[src/rtl/audio_clip_player_if.sv]
// Bus between audio_clip_player, the clip ROM, the audio controller FIFO and the host.
// master = player side, slave = environment side.
interface audio_clip_player_if #(
  parameter int ADDR_W = 16,
  parameter int DATA_W = 6
);
  logic              play_req;
  logic [1:0]        clip_sel;
  logic              stop;
  logic [ADDR_W-1:0] rom_addr;
  logic [DATA_W-1:0] rom_q;
  logic              audio_out_allowed;
  logic              write_audio_out;
  logic [31:0]       left_channel_audio_out;
  logic [31:0]       right_channel_audio_out;
  logic              busy;
  logic              done;

  modport master (
    input  play_req, clip_sel, stop, rom_q, audio_out_allowed,
    output rom_addr, write_audio_out, left_channel_audio_out,
           right_channel_audio_out, busy, done
  );

  modport slave (
    output play_req, clip_sel, stop, rom_q, audio_out_allowed,
    input  rom_addr, write_audio_out, left_channel_audio_out,
           right_channel_audio_out, busy, done
  );
endinterface

[src/rtl/audio_clip_player.sv]
// Stall-aware clip sequencer: walks a clip's ROM range and pushes one sample per DIV cycles.
// Define CLIP_LOOP_EN to replay the clip continuously instead of stopping after one pass.
module audio_clip_player #(
  parameter int ADDR_W      = 16,
  parameter int DATA_W      = 6,
  parameter int DIV         = 2000,
  parameter int CLIP0_START = 0,
  parameter int CLIP0_END   = 27100,
  parameter int CLIP1_START = 27101,
  parameter int CLIP1_END   = 43830,
  parameter int CLIP2_START = 43831,
  parameter int CLIP2_END   = 54300
) (
  input  logic                CLOCK_50,
  input  logic                resetn,
  audio_clip_player_if.master bus
);
  localparam int              CNT_W   = $clog2(DIV);
  localparam logic [CNT_W-1:0] CNT_MAX = CNT_W'(DIV - 1);

  typedef enum logic [2:0] {S_IDLE, S_FETCH, S_LATCH, S_PUSH, S_HOLD} state_t;

  state_t            r_state, w_state_nxt;
  logic [ADDR_W-1:0] r_addr, r_end, r_start;
  logic [DATA_W-1:0] r_sample;
  logic [CNT_W-1:0]  r_cnt;
  logic [ADDR_W-1:0] w_clip_start, w_clip_end;
  logic              w_valid_req, w_load, w_inc, w_rewind, w_write, w_done;

  always_comb begin
    case (bus.clip_sel)
      2'd1:    begin w_clip_start = ADDR_W'(CLIP1_START); w_clip_end = ADDR_W'(CLIP1_END); end
      2'd2:    begin w_clip_start = ADDR_W'(CLIP2_START); w_clip_end = ADDR_W'(CLIP2_END); end
      default: begin w_clip_start = ADDR_W'(CLIP0_START); w_clip_end = ADDR_W'(CLIP0_END); end
    endcase
  end

  assign w_valid_req = bus.play_req && (bus.clip_sel != 2'd3);

  // Next state; stop beats a simultaneous request, a request beats everything else
  always_comb begin
    w_state_nxt = r_state;
    w_load      = 1'b0;
    w_inc       = 1'b0;
    w_rewind    = 1'b0;
    w_write     = 1'b0;
    w_done      = 1'b0;
    if (bus.stop) begin
      w_state_nxt = S_IDLE;
    end else if (w_valid_req) begin
      w_state_nxt = S_FETCH;
      w_load      = 1'b1;
    end else begin
      case (r_state)
        S_FETCH: w_state_nxt = S_LATCH;
        S_LATCH: w_state_nxt = S_PUSH;
        S_PUSH: begin
          if (bus.audio_out_allowed) begin
            w_write     = 1'b1;
            w_state_nxt = S_HOLD;
          end
        end
        S_HOLD: begin
          if (r_cnt >= CNT_MAX) begin
            if (r_addr != r_end) begin
              w_inc       = 1'b1;
              w_state_nxt = S_FETCH;
            end else begin
              w_done = 1'b1;
`ifdef CLIP_LOOP_EN
              w_rewind    = 1'b1;
              w_state_nxt = S_FETCH;
`else
              w_state_nxt = S_IDLE;
`endif
            end
          end
        end
        default: w_state_nxt = S_IDLE;
      endcase
    end
  end

  always_ff @(posedge CLOCK_50) begin
    if (!resetn) r_state <= S_IDLE;
    else         r_state <= w_state_nxt;
  end

  // Address, sample and interval counter
  always_ff @(posedge CLOCK_50) begin
    if (!resetn) begin
      r_addr   <= '0;
      r_end    <= '0;
      r_start  <= '0;
      r_sample <= '0;
      r_cnt    <= '0;
    end else begin
      if (w_load) begin
        r_addr  <= w_clip_start;
        r_end   <= w_clip_end;
        r_start <= w_clip_start;
      end else if (w_inc) begin
        r_addr <= r_addr + 1'b1;
      end else if (w_rewind) begin
        r_addr <= r_start;
      end
      if (r_state == S_LATCH && w_state_nxt == S_PUSH) r_sample <= bus.rom_q;
      if (w_state_nxt == S_FETCH)                          r_cnt <= '0;
      else if (r_state != S_IDLE && r_cnt != CNT_MAX)      r_cnt <= r_cnt + 1'b1;
    end
  end

  assign bus.rom_addr                = r_addr;
  assign bus.write_audio_out         = w_write;
  assign bus.done                    = w_done;
  assign bus.busy                    = (r_state != S_IDLE);
  assign bus.left_channel_audio_out  = 32'(r_sample) << (32 - DATA_W);
  assign bus.right_channel_audio_out = 32'd0;
endmodule

[src/flat_wrapper.sv]
// flat-port wrapper written by rule: the top's interface ports become plain ports
module audio_clip_player_flat 
#(
  parameter int ADDR_W      = 16,
  parameter int DATA_W      = 6,
  parameter int DIV         = 2000,
  parameter int CLIP0_START = 0,
  parameter int CLIP0_END   = 27100,
  parameter int CLIP1_START = 27101,
  parameter int CLIP1_END   = 43830,
  parameter int CLIP2_START = 43831,
  parameter int CLIP2_END   = 54300
)
  (CLOCK_50, resetn, bus_play_req, bus_clip_sel, bus_stop, bus_rom_q, bus_audio_out_allowed, bus_rom_addr, bus_write_audio_out, bus_left_channel_audio_out, bus_right_channel_audio_out, bus_busy, bus_done);
  audio_clip_player_if #(.ADDR_W(ADDR_W), .DATA_W(DATA_W)) bus_i ();
  input  logic CLOCK_50;
  input  logic resetn;
  input wire logic [$bits(bus_i.play_req)-1:0] bus_play_req;
  input wire logic [$bits(bus_i.clip_sel)-1:0] bus_clip_sel;
  input wire logic [$bits(bus_i.stop)-1:0] bus_stop;
  input wire logic [$bits(bus_i.rom_q)-1:0] bus_rom_q;
  input wire logic [$bits(bus_i.audio_out_allowed)-1:0] bus_audio_out_allowed;
  output wire logic [$bits(bus_i.rom_addr)-1:0] bus_rom_addr;
  output wire logic [$bits(bus_i.write_audio_out)-1:0] bus_write_audio_out;
  output wire logic [$bits(bus_i.left_channel_audio_out)-1:0] bus_left_channel_audio_out;
  output wire logic [$bits(bus_i.right_channel_audio_out)-1:0] bus_right_channel_audio_out;
  output wire logic [$bits(bus_i.busy)-1:0] bus_busy;
  output wire logic [$bits(bus_i.done)-1:0] bus_done;
  assign bus_i.play_req = bus_play_req;
  assign bus_i.clip_sel = bus_clip_sel;
  assign bus_i.stop = bus_stop;
  assign bus_i.rom_q = bus_rom_q;
  assign bus_i.audio_out_allowed = bus_audio_out_allowed;
  assign bus_rom_addr = bus_i.rom_addr;
  assign bus_write_audio_out = bus_i.write_audio_out;
  assign bus_left_channel_audio_out = bus_i.left_channel_audio_out;
  assign bus_right_channel_audio_out = bus_i.right_channel_audio_out;
  assign bus_busy = bus_i.busy;
  assign bus_done = bus_i.done;
  audio_clip_player #(.ADDR_W(ADDR_W), .DATA_W(DATA_W), .DIV(DIV), .CLIP0_START(CLIP0_START), .CLIP0_END(CLIP0_END), .CLIP1_START(CLIP1_START), .CLIP1_END(CLIP1_END), .CLIP2_START(CLIP2_START), .CLIP2_END(CLIP2_END)) u_core (.CLOCK_50(CLOCK_50), .resetn(resetn), .bus(bus_i));
endmodule
[config.mk]
export PLATFORM = sky130hd
export DESIGN_NAME = audio_clip_player_flat
export DESIGN_NICKNAME = d
export VERILOG_FILES = /design/src/rtl/audio_clip_player_if.sv /design/src/rtl/audio_clip_player.sv /design/src/flat_wrapper.sv
export SDC_FILE = /design/constraint.sdc
export NUM_CORES = 1
export LEC_CHECK = 0
export CAP_MARGIN = 15
export CORE_MARGIN = 2
export CORE_UTILIZATION = 45
export CTS_BUF_LIST = sky130_fd_sc_hd__clkbuf_8
export CTS_CLUSTER_SIZE = 40
export DETAILED_ROUTE_END_ITERATION = 6
export GPL_TIMING_DRIVEN = 0
export PLACE_DENSITY = 0.84
export SETUP_SLACK_MARGIN = 0.2
export SYNTH_ARGS = -nofsm -noshare
export SYNTH_HDL_FRONTEND = slang
export SYNTH_SLANG_ARGS = --single-unit
[constraint.sdc]
create_clock -name CLOCK_50 -period 6.9 [get_ports CLOCK_50]
set_clock_uncertainty 0.1 [all_clocks]
set_input_delay 0.69 -clock CLOCK_50 [delete_from_list [all_inputs] [get_ports CLOCK_50]]
set_output_delay 0.69 -clock CLOCK_50 [all_outputs]
set_load 0.01 [all_outputs]
==> results.json <==
{
  "dieArea_um2": 6830,
  "drt-initial-drc-count": 259,
  "cp_max_fo": 5,
  "core_area_um2": 5960,
  "fin_util": 0.594,
  "first_pass_iters": 5,
  "grt_pass1_vias": 2175,
  "io_buffers": 36,
  "post_cts_resized": 0,
  "clock_path_buffers": 2,
  "r2r_cells": 7,
  "switching_share": 0.288,
  "r2r_end": "u_core.bus.rom_addr[6]",
  "r2r_start": "u_core.bus.rom_addr[9]",
  "routed_wl_um": 6610,
  "fin_crit_ns": 3.49,
  "p_leak_nw": 1.52,
  "critPathArrivalTime_ns": 2.70,
  "drc_errors": 0,
  "yosys_warnings": 0,
  "p_comb_frac": 0.192,
  "maxCapViolCount": 0,
  "syn2layout_area_growth_pct": 27.0,
  "hold_depth": 2,
  "vias_per_cell": 5.08,
  "finalSetupTns_ns": 0,
  "clockPowerShare": 0.309,
  "die_w_um": 82.7,
  "min_to": "u_core.r_end[7]",
  "ir_drop_mv": 0.0977,
  "cp.required_ns": 6.11,
  "gp_congestion": 0.955,
  "ys_seq_elements": 43,
  "regToRegSetupSlack_ns": 4.46,
  "htreeDepth": 2,
  "syn_area_per_cell_um2": 8.09,
  "num_rows": 28,
  "insertion_delay_ns": 0.30,
  "synthCells": 344,
  "intPower_mw": 0.370,
  "finalCritPeriodShare": 0.506,
  "pwr-share-seq": 0.499,
  "cts_buffers": 5,
  "antenna_cells": 0,
  "gr-total-overflow": 0,
  "vias": 2644,
  "stdcell_count": 520,
  "slew_violations": 0,
  "grt_pass1_wl_um": 10100,
  "dp.cells": 512,
  "p_sw_mw": 0.149,
  "status": "completed",
  "clkTransAtPathRegs_ns": 0.09,
  "root_buffer": "clkbuf_8",
  "worst-setup-path-type": "register to output port",
  "critical_path.startpoint_type": "register",
  "hold_slack_ns": 0.393,
  "synth_area_um2": 2780,
  "hold_class": "register to register",
  "ant_nets": 0,
  "slew_headroom": 0.369,
  "dieHeight_um": 82.7,
  "antenna_found_initial": 0,
  "drive_gt1_frac": 0.178,
  "finalHoldViolCount": 0,
  "grt_usage": 0.192,
  "dp_hpwl_um": 5020,
  "start_util": 0.467,
  "synth.distinct_cells": 51,
  "min_from": "u_core.r_end[7]",
  "wl_per_cell_um": 12.7,
  "grt_setup_unrepaired": "false",
  "fillers": 529,
  "fmax_mhz": 287,
  "cts_tree": "yes",
  "power_density_nw_per_um2": 147,
  "fin_nets": 464,
  "cts_setup_buffers": 0,
  "cts_num_sinks": 43,
  "grt_max_degree": 14,
  "io_pins": 96,
  "yosysSeqAreaShare": 0.309,
  "postCtsHoldBufs": 0,
  "setup_viol": 0,
  "critPathCaptureType": "output port",
  "tightest_slew_ns": 0.939
}
[logic make-up (layout without fill, tap and decap cells)]
logic type      after synthesis  after routing  synth area share
mux                           7              7            0.0252
simple gates                122            122             0.226
buf+inv                      82            126             0.195
xor+xnor                     13             13            0.0409
other cells                   1             58           0.00135
fa+ha+maj                     7              7            0.0315
flops                        43             43             0.309
compound gates               69             69             0.171
[per-layer routing]
metal  up-vias  share of wire  track usage
li1       1306              -            -
met1      1159           0.42        0.250
met2       171           0.46        0.322
met3         8           0.11       0.0315
met4         0         0.0092       0.0656
met5         -              0            0
[worst max-delay path by stage]
stage	from	to	slack, ns	cells after the start
finish	u_core.bus.rom_addr[9]	bus_done	3.41	5
global route	u_core.bus.rom_addr[9]	bus_done	3.32	5
CTS	u_core.bus.rom_addr[9]	bus_done	3.43	5
detailed placement	bus_clip_sel[1]	bus_write_audio_out	3.46	6
global placement	bus_clip_sel[1]	bus_write_audio_out	3.48	6
floorplan	u_core.bus.rom_addr[9]	bus_done	4.35	4
[final cells by class]
cell class                      instances  area, um^2  share of cell area
Timing Repair Buffer                   36         360               0.102
Sequential cell                        43         861               0.243
Clock buffer                            5        68.8              0.0195
Multi-Input combinational cell        276        1590               0.451
Buffer                                 74         513               0.145
Inverter                                8        30.0             0.00849
Clock inverter                          3        15.0             0.00425
Tap cell                               75        93.8              0.0265
[power groups by stage]
stage	combinational (mW)	sequential (mW)	clock (mW)
after global routing	0.110	0.260	0.169
after CTS	0.0972	0.259	0.161
after global placement	0.0963	0.264	0
after floorplan	0.0744	0.264	0
final	0.0997	0.259	0.160
after detailed placement	0.0969	0.265	0
[flip-flops by register name (all words and copies together) (netlist names)]
register	flops
u_core.r_sample	6
u_core.r_cnt	11
u_core.bus.rom_addr	16
u_core.r_end	7
u_core.r_state	3
[placed cells by master (no fill, tap or decap), types with 9 or more instances in the layout]
cell type	instances
and3_1	11
conb_1	58
buf_4	58
dfxtp_1	43
clkbuf_1	12
o21ai_0	17
clkdlybuf4s50_1	36
nor2_1	32
nor3_1	12
nand3_1	9
a21oi_1	13
nand2_1	25
[cell usage after synthesis, drive strengths merged]
master	count	area share
a31oi	3	0.0067
inv	8	0.011
nor2	33	0.045
nand2	26	0.036
o221a	3	0.012
ha	7	0.031
and4	4	0.013
nor3	12	0.022
or3b	1	0.0031
o22ai	3	0.0067
a21o	2	0.0054
mux2i	7	0.025
nor3b	4	0.011
and2	2	0.0045
a2111o	1	0.0040
o311ai	5	0.016
nand2b	2	0.0045
a41oi	1	0.0031
xnor2	5	0.016
xor2	8	0.025
a311oi	2	0.0063
o21a	1	0.0027
or4	2	0.0067
nand4	5	0.011
conb	1	0.0013
nand3	9	0.016
buf	62	0.17
and3	11	0.025
nor4	4	0.011
o32ai	1	0.0058
a21oi	14	0.029
nor4b	2	0.0063
dfxtp	43	0.31
o31a	2	0.0063
o31ai	2	0.0054
a211oi	5	0.013
o41ai	2	0.0063
clkbuf	12	0.016
nor2b	5	0.011
o21ai	20	0.036
o211ai	2	0.0054
[critical path: stages (launching register included)]
cell and delay, ns:
dfxtp_1 0.43, inv_1 0.10, a2111o_1 0.43, or4_4 0.59
nor3_1 0.27, clkdlybuf4s50_1 0.59
[stage by stage]
step	setup WS, ns	area [um^2]	power, mW
after floorplan	4.35	3000	0.338
after CTS	3.43	3540	0.517
after global routing	3.32	3540	0.539
after detailed placement	3.46	3450	0.361
final	3.41	3540	0.519
after global placement	3.48	3450	0.361
(Power assumes the default switching activity.)
